$ cat src/rtl/min_stream_pkg.sv
// Shared types and default widths for the streaming minimum tracker.
package min_stream_pkg;

    localparam int DEF_WIDTH = 8;
    localparam int DEF_IDX_W = 8;

    typedef enum logic [1:0] {
        FIRST = 2'd0,
        ACCUM = 2'd1,
        HOLD  = 2'd2
    } min_state_t;

endpackage

$ cat src/rtl/min_stream_tracker_min2.sv
// Two-input unsigned minimum selector; strict-less flag lets ties keep the incumbent.
module min2 #(
    parameter int WIDTH = 8
) (
    input  logic [WIDTH-1:0] a,
    input  logic [WIDTH-1:0] b,
    output logic             lt,
    output logic [WIDTH-1:0] y
);

    assign lt = (a < b);
    assign y  = lt ? a : b;

endmodule

$ cat src/rtl/min_stream_tracker.sv
// Streaming minimum finder: tracks min value, first index, saturating count and
// overflow across a valid/ready frame, then holds the result until it is taken.
//
// state | meaning
// FIRST | waiting for the first sample of a frame
// ACCUM | folding further samples into the running minimum
// HOLD  | result presented, waiting for the consumer
module min_stream_tracker
    import min_stream_pkg::*;
#(
    parameter int WIDTH = DEF_WIDTH,
    parameter int IDX_W = DEF_IDX_W
) (
    input  logic             clk,
    input  logic             rst_n,
    input  logic [WIDTH-1:0] in_data,
    input  logic             in_valid,
    input  logic             in_last,
    output logic             in_ready,
    output logic [WIDTH-1:0] out_min,
    output logic [IDX_W-1:0] out_idx,
    output logic [IDX_W-1:0] out_cnt,
    output logic             out_ovf,
    output logic             out_valid,
    input  logic             out_ready
);

    localparam logic [IDX_W-1:0] CNT_MAX = '1;
    localparam logic [IDX_W-1:0] CNT_ONE = IDX_W'(1);

    min_state_t       r_state;
    logic [WIDTH-1:0] r_min;
    logic [IDX_W-1:0] r_idx;
    logic [IDX_W-1:0] r_cnt;
    logic             r_ovf;

    logic             w_lt;
    logic [WIDTH-1:0] w_y;
    logic             w_sat;

    min2 #(.WIDTH(WIDTH)) u_min2 (
        .a  (in_data),
        .b  (r_min),
        .lt (w_lt),
        .y  (w_y)
    );

    // Once saturated, r_cnt doubles as the reported index of any later minimum.
    assign w_sat = (r_cnt == CNT_MAX);

    always_ff @(posedge clk or negedge rst_n) begin
        if (!rst_n) begin
            r_state <= FIRST;
            r_min   <= '0;
            r_idx   <= '0;
            r_cnt   <= '0;
            r_ovf   <= 1'b0;
        end else begin
            case (r_state)
                FIRST: begin
                    if (in_valid) begin
                        r_min   <= in_data;
                        r_idx   <= '0;
                        r_cnt   <= CNT_ONE;
                        r_ovf   <= 1'b0;
                        r_state <= in_last ? HOLD : ACCUM;
                    end
                end
                ACCUM: begin
                    if (in_valid) begin
                        if (w_lt) begin
                            r_min <= w_y;
                            r_idx <= r_cnt;
                        end
                        if (w_sat) begin
                            r_ovf <= 1'b1;
                        end else begin
                            r_cnt <= r_cnt + CNT_ONE;
                        end
                        if (in_last) begin
                            r_state <= HOLD;
                        end
                    end
                end
                HOLD: begin
                    if (out_ready) begin
                        r_state <= FIRST;
                    end
                end
                default: r_state <= FIRST;
            endcase
        end
    end

    // Handshake flags come straight from the state register, so neither
    // ready nor valid has a combinational path from the opposite side.
    assign in_ready  = (r_state != HOLD);
    assign out_valid = (r_state == HOLD);
    assign out_min   = r_min;
    assign out_idx   = r_idx;
    assign out_cnt   = r_cnt;
    assign out_ovf   = r_ovf;

endmodule

$ cat config.mk
export PLATFORM = sky130hd
export DESIGN_NAME = min_stream_tracker
export DESIGN_NICKNAME = d
export VERILOG_FILES = /design/src/rtl/min_stream_pkg.sv /design/src/rtl/min_stream_tracker_min2.sv /design/src/rtl/min_stream_tracker.sv
export SDC_FILE = /design/constraint.sdc
export NUM_CORES = 1
export LEC_CHECK = 0
export CORE_ASPECT_RATIO = 0.8
export CORE_MARGIN = 8
export CORE_UTILIZATION = 43
export CTS_BUF_LIST = sky130_fd_sc_hd__clkbuf_16
export DETAILED_ROUTE_END_ITERATION = 12
export PLACE_DENSITY = 0.75
export SETUP_SLACK_MARGIN = 0.05
export SYNTH_ARGS = -nofsm -noshare
export SYNTH_HDL_FRONTEND = slang
export SYNTH_HIERARCHICAL = 1
export SYNTH_SLANG_ARGS = --single-unit
$ cat constraint.sdc
create_clock -name clk -period 2.2 [get_ports clk]
set_clock_uncertainty 0.2 [all_clocks]
set_input_delay 0.44 -clock clk [delete_from_list [all_inputs] [get_ports clk]]
set_output_delay 0.44 -clock clk [all_outputs]
set_load 0.02 [all_outputs]
; After elaboration in Yosys (flattened, before gate mapping)
; Index checks and enable logic that the tools add are counted.
[classes]
muxes = 22
reduce_logical = 6
add_sub_neg = 1
n_eq_ne = 11
n_lt_le_gt_ge = 1
[op_table]
columns = op, count
row1 = $mux W8, 9
row2 = $pmux W8 S2, 3
row3 = $reduce_and A4 Y1, 4
row4 = $ne A2 B2 Y1 const B, 6
row5 = $mux W2, 5
row6 = $add A8 B1 Y8 const B, 1
row7 = $eq A8 B8 Y1 const B, 1
row8 = $lt A8 B8 Y1, 1
row9 = $pmux W2 S3, 1
row10 = $ne A2 B1 Y1 const B, 2
row11 = $mux W1, 3
row12 = $eq A2 B1 Y1 const B, 1
row13 = $eq A2 B2 Y1 const B, 1
row14 = $logic_not A2 Y1, 1
row15 = $pmux W1 S2, 1
row16 = $reduce_bool A2 Y1, 1
[totals]
in_bits = 13
ff_bits = 27
output_inout_bits = 27
wordCells = 46

; Longest topological paths before layout
; Gate-level depths: netlist of run 1.
[logic_depth]
ltp_word = 4
depth_mapped = 10
depth_no_buf = 9

; Hierarchy
; Netlist of run 1, hierarchy kept.
[by_module_without_submodules]
columns = module, area_per_inst_um2, cells_each, n_inst, seq_area_each_um2
row1 = min_stream_tracker, 1296.2, 135, 1, 675.6
row2 = min2, 301.5, 33, 1, 0.0

; Worst setup path before layout of run 1
; OpenSTA, ideal clock, no wires.
[synth_timing]
kind = register to register
start = register r_min[7], in the netlist out_min[7]
end = register r_min[4], in the netlist out_min[4]
stages_incl_launch_ff = 8
t_arrival_ps = 1949
slack_ps = -79
n_path_buf = 0
setup_ps = 130
synth_period_minus_slack_ps = 2279
cell_sequence = dfrtp_1 -> inv_1 -> ha_1 -> nand4_1 -> o31ai_4 -> mux2_2 -> mux2i_1 -> o21ai_0
[synth_between]
elab_chain_cells = 3
[synth_rtl]
columns = item, line_no
row1 = start: declaration, min_stream_tracker.sv:32  ; logic [WIDTH-1:0] r_min;
row2 = start signal: assignment, min_stream_tracker.sv:62  ; r_min <= in_data;
row3 = start signal: assignment, min_stream_tracker.sv:72  ; r_min <= w_y;
row4 = $lt A8 B8 Y1, min_stream_tracker_min2.sv:11  ; assign lt = (a < b);
row5 = $ne A2 B1 Y1 (no source line), n/a
row6 = $reduce_and A4 Y1 (no source line), n/a
; No other way between the ends.
; A chain may end at the register's enable or synchronous reset.

; Worst setup path after layout of run 1
[layout_timing]
start = input port in_data[3]
end = register r_min[3], in the netlist out_min[3]
[layout_between]
elab_chain_cells = 3
[layout_rtl]
columns = item, line_no
row1 = start: declaration, min_stream_tracker.sv:16  ; input logic [WIDTH-1:0] in_data,
row2 = $lt A8 B8 Y1 or $mux W8 (tied branches), "min_stream_tracker_min2.sv:11, min_stream_tracker.sv:71"
row3 = $ne A2 B1 Y1 (no source line) or $mux W8 (tied branches), n/a
row4 = $reduce_and A4 Y1 (no source line) or $pmux W8 S2 (tied branches), n/a
; Parallel ways exist; a longest one is shown, timed or not. The select of a mux whose other input is x is not followed.

==> impl_metrics.toml, run 1 <==
[outcome]
run_status = "finished, violations left"
violations = "setup timing"

[pwr]
maximum_resistive_drop_on_vdd_v = 0.0006313
pwr-share-seq = 0.278
swShare = 0.3703
p_comb_frac = 0.558
power_report.internal_total_mw = 1.599
total_switching_power_mw = 0.9401
total_power_mw = 2.539
power_density_nw_per_um2 = 1060
share_clk_of_total_power = 0.165
power.leakage_nw = 1.046

[synth]
yosys_most_used_dff = "dfrtp_1"
synthArstFlopShare = 1.000
postSynthAreaPerCell_um2 = 9.511
synth_edf_count = 0
synth_cells = 168
synth.top_cell.area_share = 0.4229
ys_seq_elements = 27
post_synth_most_frequent_cells = "nand2_1 (29), dfrtp_1 (27), o21ai_0 (22)"
synth_top_area_cell = "dfrtp_1"
syn-cell-area_um2 = 1598
post_synth_num_cell_types = 36
synth_nets = 189
synthMostInstantiatedCell = "nand2_1"
yosysWarnings = 6
sequential_area_share_after_synthesis = 0.4229
synth_area_leaders = "dfrtp_1 (42%), o21ai_0 (6.9%), nand2_1 (6.8%)"

[place]
finalWeightedCongestion = 0.7603
place_hpwl_mm = 3.126
detailed_place.area_um2 = 2131
dp_cells = 258
buffer_ports.inserted = 39
place_ws_ps = -533.5

[run]
total_of_max_cap_violations = 0

[layout]
area.growth.synth_to_final_pct = 49.88
fin_area_um2 = 2395
final_cell_count_no_fill = 272
layout-drive-gt1-share = 0.2783
nets = 252
diodes = 0

[die]
floorplan.core_area_um2 = 3495
fp.dieH_um = 70.52
rows = 19
chipWidth_um = 84.15
ioPinCount = 40
starting_utilization_of_the_core_area = 0.4572
fp.dieArea_um2 = 5934

[critical_path]
worstReg2RegEnd = "out_min[3]$_DFFE_PN0P_"
worst-endpoint-required_ps = 2150
rr_worst_depth = 9
criticalPathCategory = "input pin to register"
critPathMaxFanout = 4
r2r_setup_slack_ps = -120
crit_path_end = "out_min[3]$_DFFE_PN0P_"
reg_to_reg_critical_path_startpoint = "out_min[3]$_DFFE_PN0P_"
startpoint = "in_data[3]"
worst-endpoint-arrival_ps = 2290
critPathCaptureType = "register"
critPathLaunchType = "input pin"

[timing]
finalCritPeriodShare = 1.062
timing.fmax_mhz = 427.8
final_max_slew_viol_count = 0
finalHoldViolations = 0
slew_headroom = 0.7573
setup_repair_after_global_routing_missed_its_margin = "true"
min_period_ps = 2337
tightestPinTransition_ps = 364.0
setup-violations-final = 15
fin_ws_ps = -137.4

[grt]
met3_usage = 0.04983
first_pass_grt_wire_length_mm = 7.686
antenna_violations_before_repair = 0
grt_remaining_overflow = 0
grt_util_all_layers = 0.1550
vias_in_the_first_global_route = 1579
grt.met1_usage = 0.1860
gr_util_met2 = 0.2581
gr-max-usage-layer = "met2"
grt_max_degree = 28

[clock_tree]
worst_skew_pair.late_latency_ps = 260
tritoncts.num_buffers = 3
cts_tree = "done"
cts_htree_levels = 1
ctsRootBufferMaster = "clkbuf_16"
numClockSinks = 27
cts_buffer_depth = 2
clk_transition_reported_paths_ps = 70

[hold_path]
hold_class = "register to register"

[drt]
route.detailed.wl_per_inst_um = 16.97
drc_errors = 0
drt-pass1-iter-count = 4
route.antenna.remaining_nets = 0
finalWirelength_mm = 4.617
route.detailed.vias_per_inst = 5.588
initialDrtViolationCount = 144
route.vias.total = 1520
==> area by class of cell <==
class / instances / area, um2
fill: 260 / 1100
multi-input combinational: 124 / 940.9
sequential: 27 / 681.9
timing repair buffer: 65 / 601.8
clock buffer: 3 / 75.07
tap: 42 / 52.55
inverter: 10 / 37.54
clock inverter: 1 / 5.005
==> cells by family after synthesis <==
| group | Yosys count | synth area share |
|---|---|---|
| AOI/OAI and AO/OA | 49 | 0.2044 |
| adders and majority gates | 8 | 0.06265 |
| buffers and inverters | 17 | 0.05403 |
| DFF | 27 | 0.4229 |
| muxes | 16 | 0.1065 |
| and+or+nand+nor | 51 | 0.1496 |
==> placed cells by master (no fill, tap or decap), types with 5 or more instances in the layout <==
cell type        synthesis  routed
nand2_1                 29      29
clkdlybuf4s50_1          0      29
dfrtp_1                 27      22
buf_4                    3      22
o21ai_0                 22      12
o21ai_1                  1      11
a21oi_1                 10       9
mux2_4                   0       8
mux2i_1                  8       7
inv_1                   10       6
dlygate4sd2_1            0       6
dfrtp_2                  0       5
==> per-layer routing <==
layer | part of all wire | wire, um | up-vias
li1 | - | - | 720
met5 | 0 | 0 | -
met2 | 0.50 | 2327 | 56
met3 | 0.060 | 277 | 10
met1 | 0.41 | 1911 | 734
met4 | 0.022 | 102 | 0
==> power by group through the flow <==
stage	sequential [mW]	clock, mW	combinational (mW)
2_1_floorplan	0.826	0	0.502
3_3_place_gp	0.713	0	1.01
3_5_place_dp	0.723	0	1.06
4_1_cts	0.698	0.422	1.31
5_1_grt	0.719	0.445	1.52
6_report	0.705	0.419	1.42
==> what timing repair did <==
item                                    in CTS  in global routing
resized for setup                           41                  8
endpoints found under the setup margin      18                 16
pin swaps                                   12                  7
hold buffers                                 0                  0
buffers inserted                             6                  4
==> flip-flops by register name, indices dropped and copies added (netlist names) <==
name     flops
out_cnt      8
out_idx      8
out_min      8
out_ovf      1
r_state      2
==> worst min-delay path by stage <==
stage	start	endpoint	cells past startpoint
floorplan	rst_n	out_cnt[0]$_DFFE_PN0P_	0
global placement	out_idx[2]$_DFFE_PN0P_	out_idx[2]$_DFFE_PN0P_	2
detailed placement	out_idx[0]$_DFFE_PN0P_	out_idx[0]$_DFFE_PN0P_	2
CTS	out_idx[0]$_DFFE_PN0P_	out_idx[0]$_DFFE_PN0P_	2
global route	out_idx[2]$_DFFE_PN0P_	out_idx[2]$_DFFE_PN0P_	2
finish	out_idx[0]$_DFFE_PN0P_	out_idx[0]$_DFFE_PN0P_	2
==> worst max-delay path, stage by stage <==
cell           delay, ps
dlygate4sd2_1        250
ha_1                 290
o21a_1               170
nor2_2                70
o31ai_4              320
buf_6                170
mux2_4               310
mux2i_2              180
o21ai_1               80
==> metrics by stage <==
step,setup TNS (ps),utilization,hold WS (ps)
after floorplan,0,-,-55.59
after global routing,-1782,0.6853,315.1
after CTS,-89.05,0.6699,283.5
after detailed placement,-7189,0.6097,269.2
final,-784.4,0.6853,278.6
after global placement,-5640,0.6097,261.2
Power figures use the tool's default switching activity.
==> inputs of run 2 (changes only) <==
--- a/config.mk
+++ b/config.mk
@@ -11,7 +11,9 @@
 export CTS_BUF_LIST = sky130_fd_sc_hd__clkbuf_16
 export DETAILED_ROUTE_END_ITERATION = 12
 export PLACE_DENSITY = 0.75
+export RECOVER_POWER = 100
 export SETUP_SLACK_MARGIN = 0.05
+export SLEW_MARGIN = 20
 export SYNTH_ARGS = -nofsm -noshare
 export SYNTH_HDL_FRONTEND = slang
 export SYNTH_HIERARCHICAL = 1
==> run 2 against run 1 <==
Against the previous run:
- the run still ends with setup timing left
- register-to-register slack about the same
- sequential power about the same
- via count barely moved
- sequential share of layout area grew 0.12 points
- largest cell class unchanged
- largest power group unchanged
- highest routed layer unchanged
==> impl_metrics.toml, run 2 (same netlist as run 1, synthesis figures left out) <==
[die]
fp.dieArea_um2 = 5934
ioPinCount = 40
chipWidth_um = 84.15
starting_utilization_of_the_core_area = 0.4572
rows = 19
fp.dieH_um = 70.52
floorplan.core_area_um2 = 3495

[outcome]
run_status = "finished, violations left"
violations = "setup timing"

[grt]
grt_util_all_layers = 0.1550
vias_in_the_first_global_route = 1579
first_pass_grt_wire_length_mm = 7.686
grt_max_degree = 28
antenna_violations_before_repair = 0
grt_remaining_overflow = 0

[timing]
final_max_slew_viol_count = 0
min_period_ps = 2340
timing.fmax_mhz = 427.4
tightestPinTransition_ps = 701.8
finalSetupTns_ps = -781.5
setup-violations-final = 14
slew_headroom = 0.5321
finalHoldViolations = 0
finalCritPeriodShare = 1.063
fin_ws_ps = -139.5
setup_repair_after_global_routing_missed_its_margin = "true"

[layout]
finish.utilization = 0.6824
nets = 252
num-fill-cells = 261
area.growth.synth_to_final_pct = 49.26
diodes = 0
layout.cells.most_common = "nand2_1"
layout-drive-gt1-share = 0.2652
fin_area_um2 = 2385
layout_common_cells = "nand2_1 (30), dlygate4sd3_1 (23), dfrtp_1 (22), buf_4 (21), o21ai_0 (13)"
final_cell_count_no_fill = 272

[run]
total_of_max_cap_violations = 0

[critical_path]
critPathCaptureType = "register"
critPathLaunchType = "input pin"
criticalPathCategory = "input pin to register"
critPathMaxFanout = 4
worst-endpoint-required_ps = 2150
worst-endpoint-arrival_ps = 2290

[clock_tree]
cts_buffer_depth = 2
cts_hold_buffers = 0
tritoncts.num_buffers = 3
worst_skew_pair.late_latency_ps = 260
ctsRootBufferMaster = "clkbuf_16"
cts_htree_levels = 1
clk_transition_reported_paths_ps = 70
numClockSinks = 27
cts_tree = "done"

[drt]
drt-pass1-iter-count = 4
drc_errors = 0
route.antenna.remaining_nets = 0
route.detailed.vias_per_inst = 5.585
route.vias.total = 1519
finalWirelength_mm = 4.658
initialDrtViolationCount = 121
route.detailed.wl_per_inst_um = 17.13

[place]
place_hpwl_mm = 3.126
dp_cells = 258
buffer_ports.inserted = 39
detailed_place.area_um2 = 2131
finalWeightedCongestion = 0.7603

[hold_path]
hold_class = "register to register"

[pwr]
power.leakage_nw = 1.097
power_density_nw_per_um2 = 1051
total_power_mw = 2.505
maximum_resistive_drop_on_vdd_v = 0.0006164
## run 2: report_power, final
part           switching, mW  internal (mW)  leakage (nW)  total (mW)
sequential            0.0985          0.604         0.351       0.703
clock                  0.173          0.245        0.0409       0.419
combinational          0.666          0.718         0.705        1.38
## run 2: per-layer routing
| metal | track usage | wire length, um |
|---|---|---|
| met1 | 0.1860 | 1913 |
| met2 | 0.2581 | 2364 |
| met3 | 0.04983 | 278 |
| met4 | 0.04589 | 102 |
| met5 | 0 | 0 |
## run 2: metrics by stage
step                hold slack (ps)  setup WS (ps)
floorplan                    -55.59          20.50
global placement              261.2         -439.9
detailed placement            269.2         -533.5
CTS                           283.5         -26.10
global route                  310.3         -158.3
finish                        272.8         -139.5
## run 2: final timing paths
kind                                         from                     end  slack [ps]  depth (start not counted)
max                                    in_data[3]  out_min[3]$_DFFE_PN0P_        -140                          9
min                        out_idx[0]$_DFFE_PN0P_  out_idx[0]$_DFFE_PN0P_         270                          2
max reg2reg                out_min[3]$_DFFE_PN0P_  out_min[3]$_DFFE_PN0P_        -130                          9
min reg2reg                out_idx[0]$_DFFE_PN0P_  out_idx[0]$_DFFE_PN0P_         270                          2
max in group asynchronous                   rst_n  out_min[3]$_DFFE_PN0P_         750                          2
min in group asynchronous                   rst_n  out_min[4]$_DFFE_PN0P_         550                          2
## run 2: layout make-up
type | count | area, um2 | share of cell area
clock inverter | 1 | 5.005 | 0.002099
sequential | 27 | 681.9 | 0.2859
tap | 42 | 52.55 | 0.02204
clock buffer | 3 | 75.07 | 0.03148
timing repair buffer | 65 | 599.3 | 0.2513
inverter | 10 | 37.54 | 0.01574
multi-input combinational | 124 | 933.4 | 0.3914
## run 2: repair_timing
action | in CTS | in global routing
pin swaps | 12 | 7
cloned | 0 | 0
gates resized for setup | 41 | 8
endpoints found under the setup margin | 18 | 16
buffers inserted | 6 | 4
## run 2: critical path, cell delays in order
cell,delay [ps]
dlygate4sd2_1,250
ha_1,290
o21a_1,170
nor2_2,70
o31ai_4,320
buf_6,170
mux2_4,310
mux2i_2,180
o21ai_1,80
